===== config.mk =====
export PLATFORM = sky130hd
export DESIGN_NAME = cache_mem_arbiter_flat
export DESIGN_NICKNAME = d
export VERILOG_FILES = /design/src/rtl/cache_mem_arbiter_pkg.sv /design/src/rtl/cache_mem_arbiter_if.sv /design/src/rtl/cache_mem_arbiter_id_fifo.sv /design/src/rtl/cache_mem_arbiter.sv /design/src/flat_wrapper.sv
export SDC_FILE = /design/constraint.sdc
export NUM_CORES = 1
export LEC_CHECK = 0
export ABC_AREA = 1
export CAP_MARGIN = 0
export CORE_AREA = 2 2 318 320
export DETAILED_ROUTE_END_ITERATION = 7
export DIE_AREA = 0 0 320 322
export PLACE_DENSITY_LB_ADDON = 0.1
export RECOVER_POWER = 100
export SETUP_SLACK_MARGIN = 0.2
export SLEW_MARGIN = 5
export SYNTH_ARGS = -nofsm -noshare
export SYNTH_HDL_FRONTEND = slang
export SYNTH_HIERARCHICAL = 1
export SYNTH_SLANG_ARGS = --single-unit

===== constraint.sdc =====
create_clock -name clk -period 3.45 [get_ports clk]
set_clock_uncertainty 0.15 [all_clocks]
set_input_delay 0.69 -clock clk [delete_from_list [all_inputs] [get_ports clk]]
set_output_delay 0.69 -clock clk [all_outputs]
set_load 0.01 [all_outputs]

===== src/rtl/cache_mem_arbiter_pkg.sv =====
// Memory message formats shared by the caches, the arbiter and main memory.
package definitions;

    localparam int abw = 32;
    localparam int clw = 128;

    localparam logic [2:0] READ  = 3'd0;
    localparam logic [2:0] WRITE = 3'd1;

    typedef struct packed {
        logic [2:0]     msg_type;
        logic [7:0]     opaque;
        logic [abw-1:0] addr;
        logic [3:0]     len;
        logic [clw-1:0] data;
    } mem_req_t;

    typedef struct packed {
        logic [2:0]     msg_type;
        logic [7:0]     opaque;
        logic [1:0]     test;
        logic [3:0]     len;
        logic [clw-1:0] data;
    } mem_resp_t;

endpackage


===== src/rtl/cache_mem_arbiter_if.sv =====
// Cache-side and memory-side val/rdy bundle around the memory arbiter.
interface cache_mem_arbiter_if #(parameter int NREQ = 2);
    import definitions::*;

    logic [NREQ-1:0] cachereq_val;
    logic [NREQ-1:0] cachereq_rdy;
    mem_req_t        cachereq_msg [NREQ];
    logic [NREQ-1:0] cacheresp_val;
    logic [NREQ-1:0] cacheresp_rdy;
    mem_resp_t       cacheresp_msg;

    logic            memreq_val;
    logic            memreq_rdy;
    mem_req_t        memreq_msg;
    logic            memresp_val;
    logic            memresp_rdy;
    mem_resp_t       memresp_msg;

    // The arbiter side.
    modport slave (
        input  cachereq_val, cachereq_msg, cacheresp_rdy,
               memreq_rdy, memresp_val, memresp_msg,
        output cachereq_rdy, cacheresp_val, cacheresp_msg,
               memreq_val, memreq_msg, memresp_rdy
    );

    // The caches plus memory surrounding the arbiter.
    modport master (
        output cachereq_val, cachereq_msg, cacheresp_rdy,
               memreq_rdy, memresp_val, memresp_msg,
        input  cachereq_rdy, cacheresp_val, cacheresp_msg,
               memreq_val, memreq_msg, memresp_rdy
    );

endinterface


===== src/rtl/cache_mem_arbiter_id_fifo.sv =====
// In-order FIFO of requester indices, one entry per in-flight memory transaction.
module id_fifo #(
    parameter int W     = 1,
    parameter int DEPTH = 4
) (
    input  logic         clk,
    input  logic         reset,
    input  logic         push,
    input  logic [W-1:0] push_data,
    input  logic         pop,
    output logic         full,
    output logic         empty,
    output logic [W-1:0] head
);

    localparam int AW = $clog2(DEPTH);

    logic [W-1:0]  entries [DEPTH];
    logic [AW-1:0] rd_ptr;
    logic [AW-1:0] wr_ptr;
    logic [AW:0]   count;
    logic          do_push;
    logic          do_pop;

    assign full    = (count == (AW+1)'(DEPTH));
    assign empty   = (count == '0);
    assign do_push = push && !full;
    assign do_pop  = pop && !empty;
    assign head    = entries[rd_ptr];

    always_ff @(posedge clk) begin
        if (reset) begin
            rd_ptr <= '0;
            wr_ptr <= '0;
            count  <= '0;
        end else begin
            if (do_push) wr_ptr <= wr_ptr + 1'b1;
            if (do_pop)  rd_ptr <= rd_ptr + 1'b1;
            case ({do_push, do_pop})
                2'b10:   count <= count + 1'b1;
                2'b01:   count <= count - 1'b1;
                default: count <= count;
            endcase
        end
    end

    // Storage is never read while empty, so it needs no reset.
    always_ff @(posedge clk) begin
        if (do_push) entries[wr_ptr] <= push_data;
    end

endmodule


===== src/rtl/cache_mem_arbiter.sv =====
// Round-robin sharing of one main-memory port among NREQ caches, with in-order response routing.
module cache_mem_arbiter
    import definitions::*;
#(
    parameter int NREQ  = 2,
    parameter int DEPTH = 4
) (
    input  logic                clk,
    input  logic                reset,
    cache_mem_arbiter_if.slave  bus
);

    localparam int IW = $clog2(NREQ);

    logic [IW-1:0]   rr_ptr;
    logic [IW-1:0]   grant;
    logic [IW-1:0]   cand;
    logic [IW-1:0]   head;
    logic            any_val;
    logic            full;
    logic            empty;
    logic            accept;
    logic            resp_xfer;
    logic [NREQ-1:0] req_rdy;
    logic [NREQ-1:0] resp_val;

    // Scan from the highest offset down so the first valid at or after rr_ptr wins.
    always_comb begin
        grant   = rr_ptr;
        cand    = '0;
        any_val = 1'b0;
        for (int k = NREQ - 1; k >= 0; k--) begin
            cand = IW'((int'(rr_ptr) + k) % NREQ);
            if (bus.cachereq_val[cand]) begin
                grant   = cand;
                any_val = 1'b1;
            end
        end
    end

    always_comb begin
        req_rdy = '0;
        if (any_val && bus.memreq_rdy && !full && !reset) req_rdy[grant] = 1'b1;
    end

    assign bus.cachereq_rdy = req_rdy;
    assign bus.memreq_val   = any_val && !full && !reset;
    assign bus.memreq_msg   = bus.cachereq_msg[grant];
    assign accept           = bus.memreq_val && bus.memreq_rdy;

    // Full blocks grants even when a pop lands in the same cycle, keeping resp->req paths apart.
    always_comb begin
        resp_val = '0;
        if (bus.memresp_val && !empty && !reset) resp_val[head] = 1'b1;
    end

    assign bus.cacheresp_val = resp_val;
    assign bus.cacheresp_msg = bus.memresp_msg;
    assign bus.memresp_rdy   = !empty && bus.cacheresp_rdy[head] && !reset;
    assign resp_xfer         = bus.memresp_val && bus.memresp_rdy;

    always_ff @(posedge clk) begin
        if (reset) begin
            rr_ptr <= '0;
        end else if (accept) begin
            rr_ptr <= (grant == IW'(NREQ - 1)) ? '0 : grant + 1'b1;
        end
    end

    id_fifo #(
        .W     (IW),
        .DEPTH (DEPTH)
    ) u_id_fifo (
        .clk       (clk),
        .reset     (reset),
        .push      (accept),
        .push_data (grant),
        .pop       (resp_xfer),
        .full      (full),
        .empty     (empty),
        .head      (head)
    );

endmodule


===== src/flat_wrapper.sv =====
// flat-port wrapper written by rule: the top's interface ports become plain ports
module cache_mem_arbiter_flat import definitions::*;
#(
    parameter int NREQ  = 2,
    parameter int DEPTH = 4
)
  (clk, reset, bus_cachereq_val, bus_cachereq_msg, bus_cacheresp_rdy, bus_memreq_rdy, bus_memresp_val, bus_memresp_msg, bus_cachereq_rdy, bus_cacheresp_val, bus_cacheresp_msg, bus_memreq_val, bus_memreq_msg, bus_memresp_rdy);
  cache_mem_arbiter_if #(.NREQ(NREQ)) bus_i ();
  input  logic clk;
  input  logic reset;
  input wire logic [$bits(bus_i.cachereq_val)-1:0] bus_cachereq_val;
  input wire logic [$bits(bus_i.cachereq_msg)-1:0] bus_cachereq_msg;
  input wire logic [$bits(bus_i.cacheresp_rdy)-1:0] bus_cacheresp_rdy;
  input wire logic [$bits(bus_i.memreq_rdy)-1:0] bus_memreq_rdy;
  input wire logic [$bits(bus_i.memresp_val)-1:0] bus_memresp_val;
  input wire logic [$bits(bus_i.memresp_msg)-1:0] bus_memresp_msg;
  output wire logic [$bits(bus_i.cachereq_rdy)-1:0] bus_cachereq_rdy;
  output wire logic [$bits(bus_i.cacheresp_val)-1:0] bus_cacheresp_val;
  output wire logic [$bits(bus_i.cacheresp_msg)-1:0] bus_cacheresp_msg;
  output wire logic [$bits(bus_i.memreq_val)-1:0] bus_memreq_val;
  output wire logic [$bits(bus_i.memreq_msg)-1:0] bus_memreq_msg;
  output wire logic [$bits(bus_i.memresp_rdy)-1:0] bus_memresp_rdy;
  assign bus_i.cachereq_val = bus_cachereq_val;
  assign bus_i.cachereq_msg = {>>{bus_cachereq_msg}};
  assign bus_i.cacheresp_rdy = bus_cacheresp_rdy;
  assign bus_i.memreq_rdy = bus_memreq_rdy;
  assign bus_i.memresp_val = bus_memresp_val;
  assign bus_i.memresp_msg = bus_memresp_msg;
  assign bus_cachereq_rdy = bus_i.cachereq_rdy;
  assign bus_cacheresp_val = bus_i.cacheresp_val;
  assign bus_cacheresp_msg = bus_i.cacheresp_msg;
  assign bus_memreq_val = bus_i.memreq_val;
  assign bus_memreq_msg = bus_i.memreq_msg;
  assign bus_memresp_rdy = bus_i.memresp_rdy;
  cache_mem_arbiter #(.NREQ(NREQ), .DEPTH(DEPTH)) u_core (.clk(clk), .reset(reset), .bus(bus_i));
endmodule

* After elaboration in Yosys (flattened, before gate mapping)
Memories as Yosys holds them, arrays and structs flattened. A register that Yosys moved wholly into a read port is not among the register bits.
Cells that the tools add are included.
** Word-level totals
- Flip-flop bits (word level) :: 8
- RAM bits :: 4
- Input bits :: 503
- Logic and storage cells :: 67
- Memories :: 1
** Cells by class
- Add/sub/neg operators :: 6
- Magnitude comparators :: 7
- Eq/ne operators :: 3
- Mux-type cells :: 25
- Bitwise gates (word level) :: 1
- Reductions and logical operators :: 20
** Memory list
- u_core.u_id_fifo.entries :: depth 4, width 1, read ports 1, clocked after Yosys merged registers in 1, write ports 1, line cache_mem_arbiter_id_fifo.sv:18 : logic [W-1:0] entries [DEPTH];
** Operator list (count)
- $mux W175 :: 3
- $logic_and A1 B1 Y1 :: 15
- $mux W1 :: 15
- $lt A1 B2 Y1 const B :: 4
- $mux W2 :: 4
- $pmux W3 S2 :: 1
- $add A2 B1 Y2 const B :: 2
- $add A3 B1 Y3 const B :: 1
- $eq A3 B3 Y1 const B :: 1
- $logic_not A1 Y1 :: 3
- $logic_not A3 Y1 :: 1
- $sub A3 B1 Y3 const B :: 1
- $add A1 B1 Y1 const B :: 2
- $demux W1 S1 :: 2
- $eq A2 B1 Y1 const B :: 1
- $eq A2 B2 Y1 const B :: 1
- $ge A1 B1 Y1 const B :: 2
- $ge A2 B2 Y1 const B :: 1
- $not A1 Y2 :: 1
- $reduce_bool A2 Y1 :: 1

* Logic depth before layout (Yosys ltp)
- Depth after elaboration :: 11
- Gate-level depth with buffers :: 19

* Hierarchy
The synthesis kept the hierarchy.
** By module, submodules not included
- cache_mem_arbiter :: instances 1, cells each 736, area an instance 3382.0 µm², sequential area each 20.0 µm²
- id_fifo :: instances 1, cells each 81, area an instance 659.4 µm², sequential area each 300.3 µm²

* Least setup slack after synthesis
OpenSTA, ideal clock, no wires.
- Kind :: input to register
- Start :: input reset
- End :: register u_core.u_id_fifo.count[2]
- Arrival time :: 2.201 ns
- Data required time :: 3.190 ns
- Path slack :: 0.989 ns
- Cell stages on the path :: 14
- Buffers on the path :: 0
- Cells stage by stage :: nor2_1 o21ai_0 nor3b_1 inv_1 nor2_1 ha_1 inv_1 fa_1 inv_1 nand2_1 nand3_1 nand2_1 inv_1 nor2_1
** Between the ends
- Word-level cells in the longest chain between the ends :: 6
- Elaborated cells between the ends (all ways) :: 11
- Classes of those cells :: eq/ne (2); mux (1); reduce/logical (8)
** Ends and longest elaborated chain
- start, declared :: line flat_wrapper.sv:10 : input logic reset;
- $logic_not A1 Y1 * :: line cache_mem_arbiter.sv:59 : assign bus.memresp_rdy = !empty && bus.cacheresp_rdy[head] && !reset;
- $logic_and A1 B1 Y1 * :: line cache_mem_arbiter.sv:59
- $logic_and A1 B1 Y1 * :: line cache_mem_arbiter.sv:60 : assign resp_xfer = bus.memresp_val && bus.memresp_rdy;
- named net u_core.resp_xfer :: line cache_mem_arbiter.sv:23 : logic resp_xfer;
- $logic_and A1 B1 Y1 * :: line cache_mem_arbiter_id_fifo.sv:28 : assign do_pop = pop && !empty;
- named net u_core.u_id_fifo.do_pop :: line cache_mem_arbiter_id_fifo.sv:23 : logic do_pop;
- $eq A2 B1 Y1 or $eq A2 B2 Y1 (tied branches) :: line cache_mem_arbiter_id_fifo.sv:39 : case ({do_push, do_pop})
- $pmux W3 S2 or $reduce_bool A2 Y1 (tied branches)
- end signal, assigned :: line cache_mem_arbiter_id_fifo.sv:40 : 2'b10: count <= count + 1'b1;
- end signal, assigned :: line cache_mem_arbiter_id_fifo.sv:41 : 2'b01: count <= count - 1'b1;
- end signal, assigned :: line cache_mem_arbiter_id_fifo.sv:42 : default: count <= count;
- end, declared :: line cache_mem_arbiter_id_fifo.sv:21 : logic [AW:0] count;
The timed path passes the listed nets; every way through them passes the cells marked *.
A chain may end at the register's enable or synchronous reset.

* Final worst setup path
- Start :: input bus_cachereq_val[1]
- End :: output bus_memreq_msg[111]
** Between the ends
- Word-level cells in the longest chain between the ends :: 8
- Elaborated cells between the ends (all ways) :: 10
- Classes of those cells :: mux (9); bitwise (1)
** Ends and longest elaborated chain
- start, declared :: line flat_wrapper.sv:11 : input wire logic [$bits(bus_i.cachereq_val)-1:0] bus_cachereq_val;
- $mux W1 (implied by the code) (2 in a row) :: line cache_mem_arbiter.sv:34 : if (bus.cachereq_val[cand]) begin
- $mux W1 :: line cache_mem_arbiter.sv:34
- $mux W1 * :: line cache_mem_arbiter.sv:34
- $not A1 Y2 (implied by the code) * :: line cache_mem_arbiter.sv:48 : assign bus.memreq_msg = bus.cachereq_msg[grant];
- $mux W175 (implied by the code) * (3 in a row) :: line cache_mem_arbiter.sv:48
- end, declared :: line flat_wrapper.sv:21 : output wire logic [$bits(bus_i.memreq_msg)-1:0] bus_memreq_msg;
Mark *: on every way between the ends. The rest lies on a longest branch, timed or not. The select of a mux whose other input is x is not followed.

==> results.cfg <==
[setup_path]
path_buf_inv = 5
crit_fanout = 9
critical_path_cell_list = clkdlybuf4s15_2, nand2_1, nand2_1, o21ai_4, clkbuf_1, buf_12, buf_6, nand2_1, nand2_1, dlygate4sd3_1
worst_path_largest_cell_delay_ns = 0.60
crit_slowest_cell = sky130_fd_sc_hd__dlygate4sd3_1
critPathLaunch = bus_cachereq_val[1]
startpoint_type = primary input
timing_worst_setup_path_type = primary input to primary output
timing.critical_path.required_ns = 2.61
r2r_setup_slack_ns = 0.83
r2r_cells = 18
endpoint_kind = primary output
crit_end = bus_memreq_msg[111]
critical-path-top-delay-family = buffers and inverters
critical_path.reg2reg.endpoint = u_core/u_id_fifo/count[2]
critical_path.most_common_cell = sky130_fd_sc_hd__nand2_1
critical_path_cell_count = 10
cp.arrival_ns = 2.45

[placed_design]
gp_congestion = 0.849
cell_area_after_placement_mm2 = 0.0103
placed_insts = 2506
port_buffers = 538
dp.final_hpwl_um = 31700
dp_worst_setup_slack_ns = -0.314

[floorplan]
start_util_pct = 4.06
die_h_um = 322
row_count = 116
fp.dieW_um = 320
die_area_mm2 = 0.103
coreArea_mm2 = 0.0996
design.portCount = 829

[yosys]
yosys.cell_types.count = 21
post_synth_fa_ha_maj_area_fraction_pct = 2.04
synth_cells = 817
synth_simple_gate_area_share_pct = 54.3
ys_top_cells_by_area = sky130_fd_sc_hd__nand2_1, sky130_fd_sc_hd__buf_4, sky130_fd_sc_hd__dfxtp_1, sky130_fd_sc_hd__buf_2, sky130_fd_sc_hd__edfxtp_1
yosysWarnings = 6
postSynthNetCount = 1326
synth_compound_area_share_pct = 1.70
cell_type_with_the_largest_total_area_after_synthesis = sky130_fd_sc_hd__nand2_1
synth_top_cell_area_share_pct = 50.3
combinational_family_with_the_most_area_after_synthesis = simple AND/OR/NAND/NOR gates
yosys.area_share.xor_xnor_pct = 0
yosysSeqAreaShare_pct = 7.93
muxShareOfSynthArea_pct = 0
post_synth_instance_area_mm2 = 0.00404
avgSynthCellArea_um2 = 4.95
synth.ff_latch_count = 14

[clock_tree]
clock_latency_ns = 0.24
clock_tree.root_cell = sky130_fd_sc_hd__clkbuf_16
ctsHoldBuffers = 0
clock_tree_from_tritoncts = built
cts_max_path_buffers = 2
clock-sinks = 14
clkTransAtPathRegs_ns = 0.04
cts_buffers = 3
clock_tree.htree_level_count = 1

[layout]
fin_cells = 2544
final_net_count = 1753
fin_area_mm2 = 0.0105
layout.filler_cells = 11800
area.growth.synth_to_final_pct = 160
fin_util_pct = 10.6
drive_gt1_share_pct = 5.23

[grt]
grt_remaining_overflow = 0
antenna_violations_before_repair = 2
global_route.usage.total_pct = 6.69
grt_pass1_vias = 6461
grt_pass1_wl_um = 48800
grt_start_max_net_pins = 36

[timing]
max_clock_freq_mhz = 304
grt_setup_unrepaired = yes
timing.max_slew.rel_slack_pct = 67.2
fin_crit_ns = 3.29
setup_viol_count_final = 0
final_period_utilization_pct = 95.4
hold_viol_final = 0
worst_pin_slew_ns = 0.492
report.final.slew_viol_count = 0
post-route-worst-setup-slack_ns = 0.159

[power]
power.density_cell_area_mw_per_mm2 = 175
report.power.total_mw = 1.84
switching_power_mw = 0.699
ir_worst_vdd_v = 0.000156
internal-power_mw = 1.15
p_clk_share_pct = 12.1
p_sw_share_pct = 37.9
p_comb_share_pct = 78.1
power.sequential.fraction_pct = 9.8
power_leakage_nw = 4.82

[detailed_routing]
drt_wl_total_um = 37700
avgRoutedWirePerCell_um = 14.8
drc = 0
first_pass_iters = 4
drt_iter0_drc = 162
via_per_inst = 2.45
num_vias = 6232
antenna_violating_nets_post_route = 0

[worst_hold_path]
worst_hold_path_type = flip-flop to flip-flop

[flow_run]
drv.max_cap_violation_count = 0

[run_status]
status = completed
## stage by stage
step | hold WS (ns) | setup TNS (ns)
after CTS | 0.317 | 0
after detailed placement | 0.312 | -21.98
after floorplan | 0.292 | 0
after global placement | 0.309 | -30.37
after global routing | 0.359 | 0
final | 0.313 | 0
## power by group through the flow
stage	Sequential [mW]	Clock [mW]	Combinational [mW]
6_report	0.181	0.224	1.44
3_5_place_dp	0.185	0	1.52
4_1_cts	0.182	0.231	1.53
3_3_place_gp	0.185	0	1.54
5_1_grt	0.182	0.238	1.57
2_1_floorplan	0.183	0	0.610
## final cells by class
cell class,count,area [um2],share of cell area (%)
flip-flops and latches,14,320,3.04
diodes,3,7.51,0.0713
repair buffers,605,6030,57.3
multi-input cells,594,2360,22.4
inverters,26,103,0.975
clock buffers,4,78.8,0.749
well taps,1298,1620,15.4
## cell usage after synthesis, drive strengths merged
master / number
nand3b: 1
clkbuf: 6
edfxtp: 4
nand4: 1
inv: 26
nor3b: 1
a21oi: 6
nor2: 23
dfxtp: 10
and2: 1
buf: 177
nand3: 6
ha: 5
nand2: 542
o21ai: 7
fa: 1
## what timing repair did
| action | CTS | global route |
|---|---|---|
| gates resized for setup | 150 | 38 |
| gates cloned | 6 | 1 |
| buffers inserted | 15 | 9 |
| endpoints found under the setup margin | 177 | 49 |
| pin swaps | 0 | 1 |
## worst min path at each step
stage,from,end,slack (ns),cells past startpoint
final,u_core/u_id_fifo/count[0],u_core/u_id_fifo/count[0],0.31,1
after detailed placement,u_core/u_id_fifo/count[0],u_core/u_id_fifo/count[0],0.31,1
after global routing,u_core/u_id_fifo/count[0],u_core/u_id_fifo/count[0],0.36,1
after floorplan,u_core/u_id_fifo/count[0],u_core/u_id_fifo/count[0],0.29,1
after CTS,u_core/u_id_fifo/count[0],u_core/u_id_fifo/count[0],0.32,1
after global placement,u_core/u_id_fifo/count[0],u_core/u_id_fifo/count[0],0.31,1
## cells by family after synthesis
group,Yosys count
simple gates,575
buf+inv,209
flops,14
compound gates,13
fa+ha+maj,6
## per-layer routing
metal	GRT usage, %	vias up	wire length [um]
met5	0	-	0
met4	1.65	0	901
met3	2.67	68	3950
met2	13.5	369	20800
met1	6.14	2658	12100
li1	-	3137	-
## placed cells by master (no fill, tap or decap)
cell / count
sky130_fd_sc_hd__nand3_2: 1
sky130_fd_sc_hd__clkdlybuf4s50_1: 369
sky130_fd_sc_hd__nand3_1: 4
sky130_fd_sc_hd__o21ai_4: 1
sky130_fd_sc_hd__bufbuf_16: 3
sky130_fd_sc_hd__inv_1: 22
sky130_fd_sc_hd__o21ai_0: 6
sky130_fd_sc_hd__ha_1: 5
sky130_fd_sc_hd__clkbuf_16: 4
sky130_fd_sc_hd__dlygate4sd2_1: 123
sky130_fd_sc_hd__buf_16: 5
sky130_fd_sc_hd__a21oi_1: 6
sky130_fd_sc_hd__clkbuf_4: 1
sky130_fd_sc_hd__buf_2: 1
sky130_fd_sc_hd__edfxtp_1: 4
sky130_fd_sc_hd__buf_4: 22
sky130_fd_sc_hd__dlygate4sd3_1: 11
sky130_fd_sc_hd__and2_1: 1
sky130_fd_sc_hd__buf_1: 1
sky130_fd_sc_hd__buf_12: 13
sky130_fd_sc_hd__nand4_1: 1
sky130_fd_sc_hd__clkbuf_2: 3
sky130_fd_sc_hd__clkinv_4: 1
sky130_fd_sc_hd__nand3_4: 1
sky130_fd_sc_hd__clkdlybuf4s15_2: 1
sky130_fd_sc_hd__buf_6: 3
sky130_fd_sc_hd__nor3b_1: 1
sky130_fd_sc_hd__diode_2: 3
sky130_fd_sc_hd__inv_2: 3
sky130_fd_sc_hd__nand2_1: 540
sky130_fd_sc_hd__nand2_2: 2
sky130_fd_sc_hd__nor2_1: 23
sky130_fd_sc_hd__nand3b_1: 1
sky130_fd_sc_hd__dfxtp_1: 10
sky130_fd_sc_hd__clkbuf_1: 20
sky130_fd_sc_hd__fa_1: 1
sky130_fd_sc_hd__dlymetal6s2s_1: 12
sky130_fd_sc_hd__clkdlybuf4s25_1: 17
Power figures use the tool's default switching activity.
==> RTL edit (same flow settings) <==
`DEPTH` is set to 4 in 3 places; all go to 8.
--- a/src/rtl/cache_mem_arbiter_id_fifo.sv
+++ b/src/rtl/cache_mem_arbiter_id_fifo.sv
@@ -2,5 +2,5 @@
 module id_fifo #(
     parameter int W     = 1,
-    parameter int DEPTH = 4
+    parameter int DEPTH = 8
 ) (
     input  logic         clk,
--- a/src/rtl/cache_mem_arbiter.sv
+++ b/src/rtl/cache_mem_arbiter.sv
@@ -4,5 +4,5 @@
 #(
     parameter int NREQ  = 2,
-    parameter int DEPTH = 4
+    parameter int DEPTH = 8
 ) (
     input  logic                clk,
--- a/src/flat_wrapper.sv
+++ b/src/flat_wrapper.sv
@@ -3,5 +3,5 @@
 #(
     parameter int NREQ  = 2,
-    parameter int DEPTH = 4
+    parameter int DEPTH = 8
 )
   (clk, reset, bus_cachereq_val, bus_cachereq_msg, bus_cacheresp_rdy, bus_memreq_rdy, bus_memresp_val, bus_memresp_msg, bus_cachereq_rdy, bus_cacheresp_val, bus_cacheresp_msg, bus_memreq_val, bus_memreq_msg, bus_memresp_rdy);
Function: not settled (the Yosys comparison gave no result); the edit may change what the design does.
==> RTL edit against the original RTL <==
Clock power is 11% higher; wire length rose by 13%; largest power group unchanged; register-to-register slack worse by 0.19 ns; cell count up 1.1%; total power rose by 11%; synthesized cell count rose by 4.8%; core utilization rose by 0.34 points; setup slack improved by 0.097 ns; area after synthesis up 8.7%; sequential cell count increased by 8; final area is 3.2% higher.
==> RTL edit: results (changes against the original RTL) <==
Final layout
  • FF+latch area: 522 sq um (was 320 sq um)
  • Nets: 1783 (was 1753)
  • Util after Layout: 10.9% (was 10.6%)
  • Fraction of area in multi-input gates: 23.2% (was 22.4%)
  • Fraction of area in non-clock buffers: 55.3% (was 57.3%)
  • # fillers: 11800 (about the same)
  • Multi-In Gates: 624 (was 594)
  • Antenna cell count: 0 (was 3)

Critical path
  • Worst Path Arrival: 2.35 ns (was 2.45 ns)
  • Reg2reg path depth: 21 (was 18)
  • Reg2Reg Setup Slack: 0.64 ns (was 0.83 ns)

Global route
  • Total track usage: 7.49% (was 6.69%)
  • First-pass GRT wire length: 54500 um (was 48800 um)
  • Largest net degree at the start of global routing: 25 (was 36)

Synthesis
  • Syn nets: 1364 (was 1326)
  • Most frequent cells after synthesis: 548 x nand2_1, 147 x buf_4, 30 x buf_2, 28 x nor2_1, 25 x inv_1 (was 542 x nand2_1, 147 x buf_4, 30 x buf_2, 23 x nor2_1, 22 x inv_1)
  • #FFs+latches synth: 22 (was 14)
  • Number of library cell types mapped by synthesis: 27 (was 21)

Place
  • Dpl ws: -0.187 ns (was -0.314 ns)
  • Routability cong.: 0.797 (was 0.849)

Run status
  • Status: finished clean (unchanged)

Power
  • Leak Pwr: 4.90 nW (was 4.82 nW)
  • Worst IR Drop VDD: 0.000140 V (was 0.000156 V)

Timing
  • Final hold slack: 0.338 ns (was 0.313 ns)
  • Worst setup margin: 0.256 ns (was 0.159 ns)

Detailed routing
  • DR iter-0 viols: 258 (was 162)
  • Drt total wl: 42500 um (was 37700 um)

CTS
  • Clock transition at path regs: 0.06 ns (was 0.04 ns)
  • Cts repair resizes: 167 (was 150)

Worst hold path
  • Worst Hold Depth: 2 (was 1)
[RTL edit: changes by cell type after synthesis, sizes merged, moves of 2 or more]
cell,unedited run,this run
o21ai,7,11
a21oi,6,9
nor2,23,30
nor3,0,2
edfxtp,4,8
nand2,542,550
xnor2,0,2
dfxtp,10,14
nor3b,1,3
[RTL edit: worst max-delay path: stages]
cell,delay (ns)
clkbuf_1,0.17
nand2_1,0.09
nand2_1,0.10
o21ai_4,0.12
inv_6,0.09
buf_12,0.13
buf_12,0.10
buf_16,0.13
nand2_1,0.06
nand2_1,0.05
dlygate4sd3_1,0.60
[RTL edit: metrics by stage]
step	cells	total power, W
floorplan	856	0.000938
global placement	2546	0.00191
detailed placement	2546	0.00188
CTS	2566	0.00211
global route	2572	0.00221
finish	2572	0.00204
[RTL edit: cells by family after synthesis]
| group | share of synthesized area, % |
|---|---|
| AND/OR/NAND/NOR | 52.1 |
| buffers and inverters | 31.4 |
| AO/OA/AOI/OAI | 2.71 |
| flip-flops | 11.8 |
| adder cells (fa/ha/maj) | 1.42 |
| XOR/XNOR | 0.598 |
[RTL edit: power groups by stage]
stage	Sequential, W	Combinational (W)	Clock, W
floorplan	0.000292	0.000646	0
finish	0.000289	0.00150	0.000249
global placement	0.000296	0.00161	0
detailed placement	0.000295	0.00159	0
CTS	0.000289	0.00156	0.000262
global route	0.000291	0.00164	0.000278
[RTL edit: per-layer routing]
metal | up-vias | part of all wire [%] | track usage [%]
li1 | 3246 | - | -
met1 | 2809 | 34 | 7.24
met2 | 412 | 52 | 14.1
met3 | 54 | 12 | 3.68
met4 | 4 | 2.2 | 1.56
met5 | - | 0.31 | 0.851
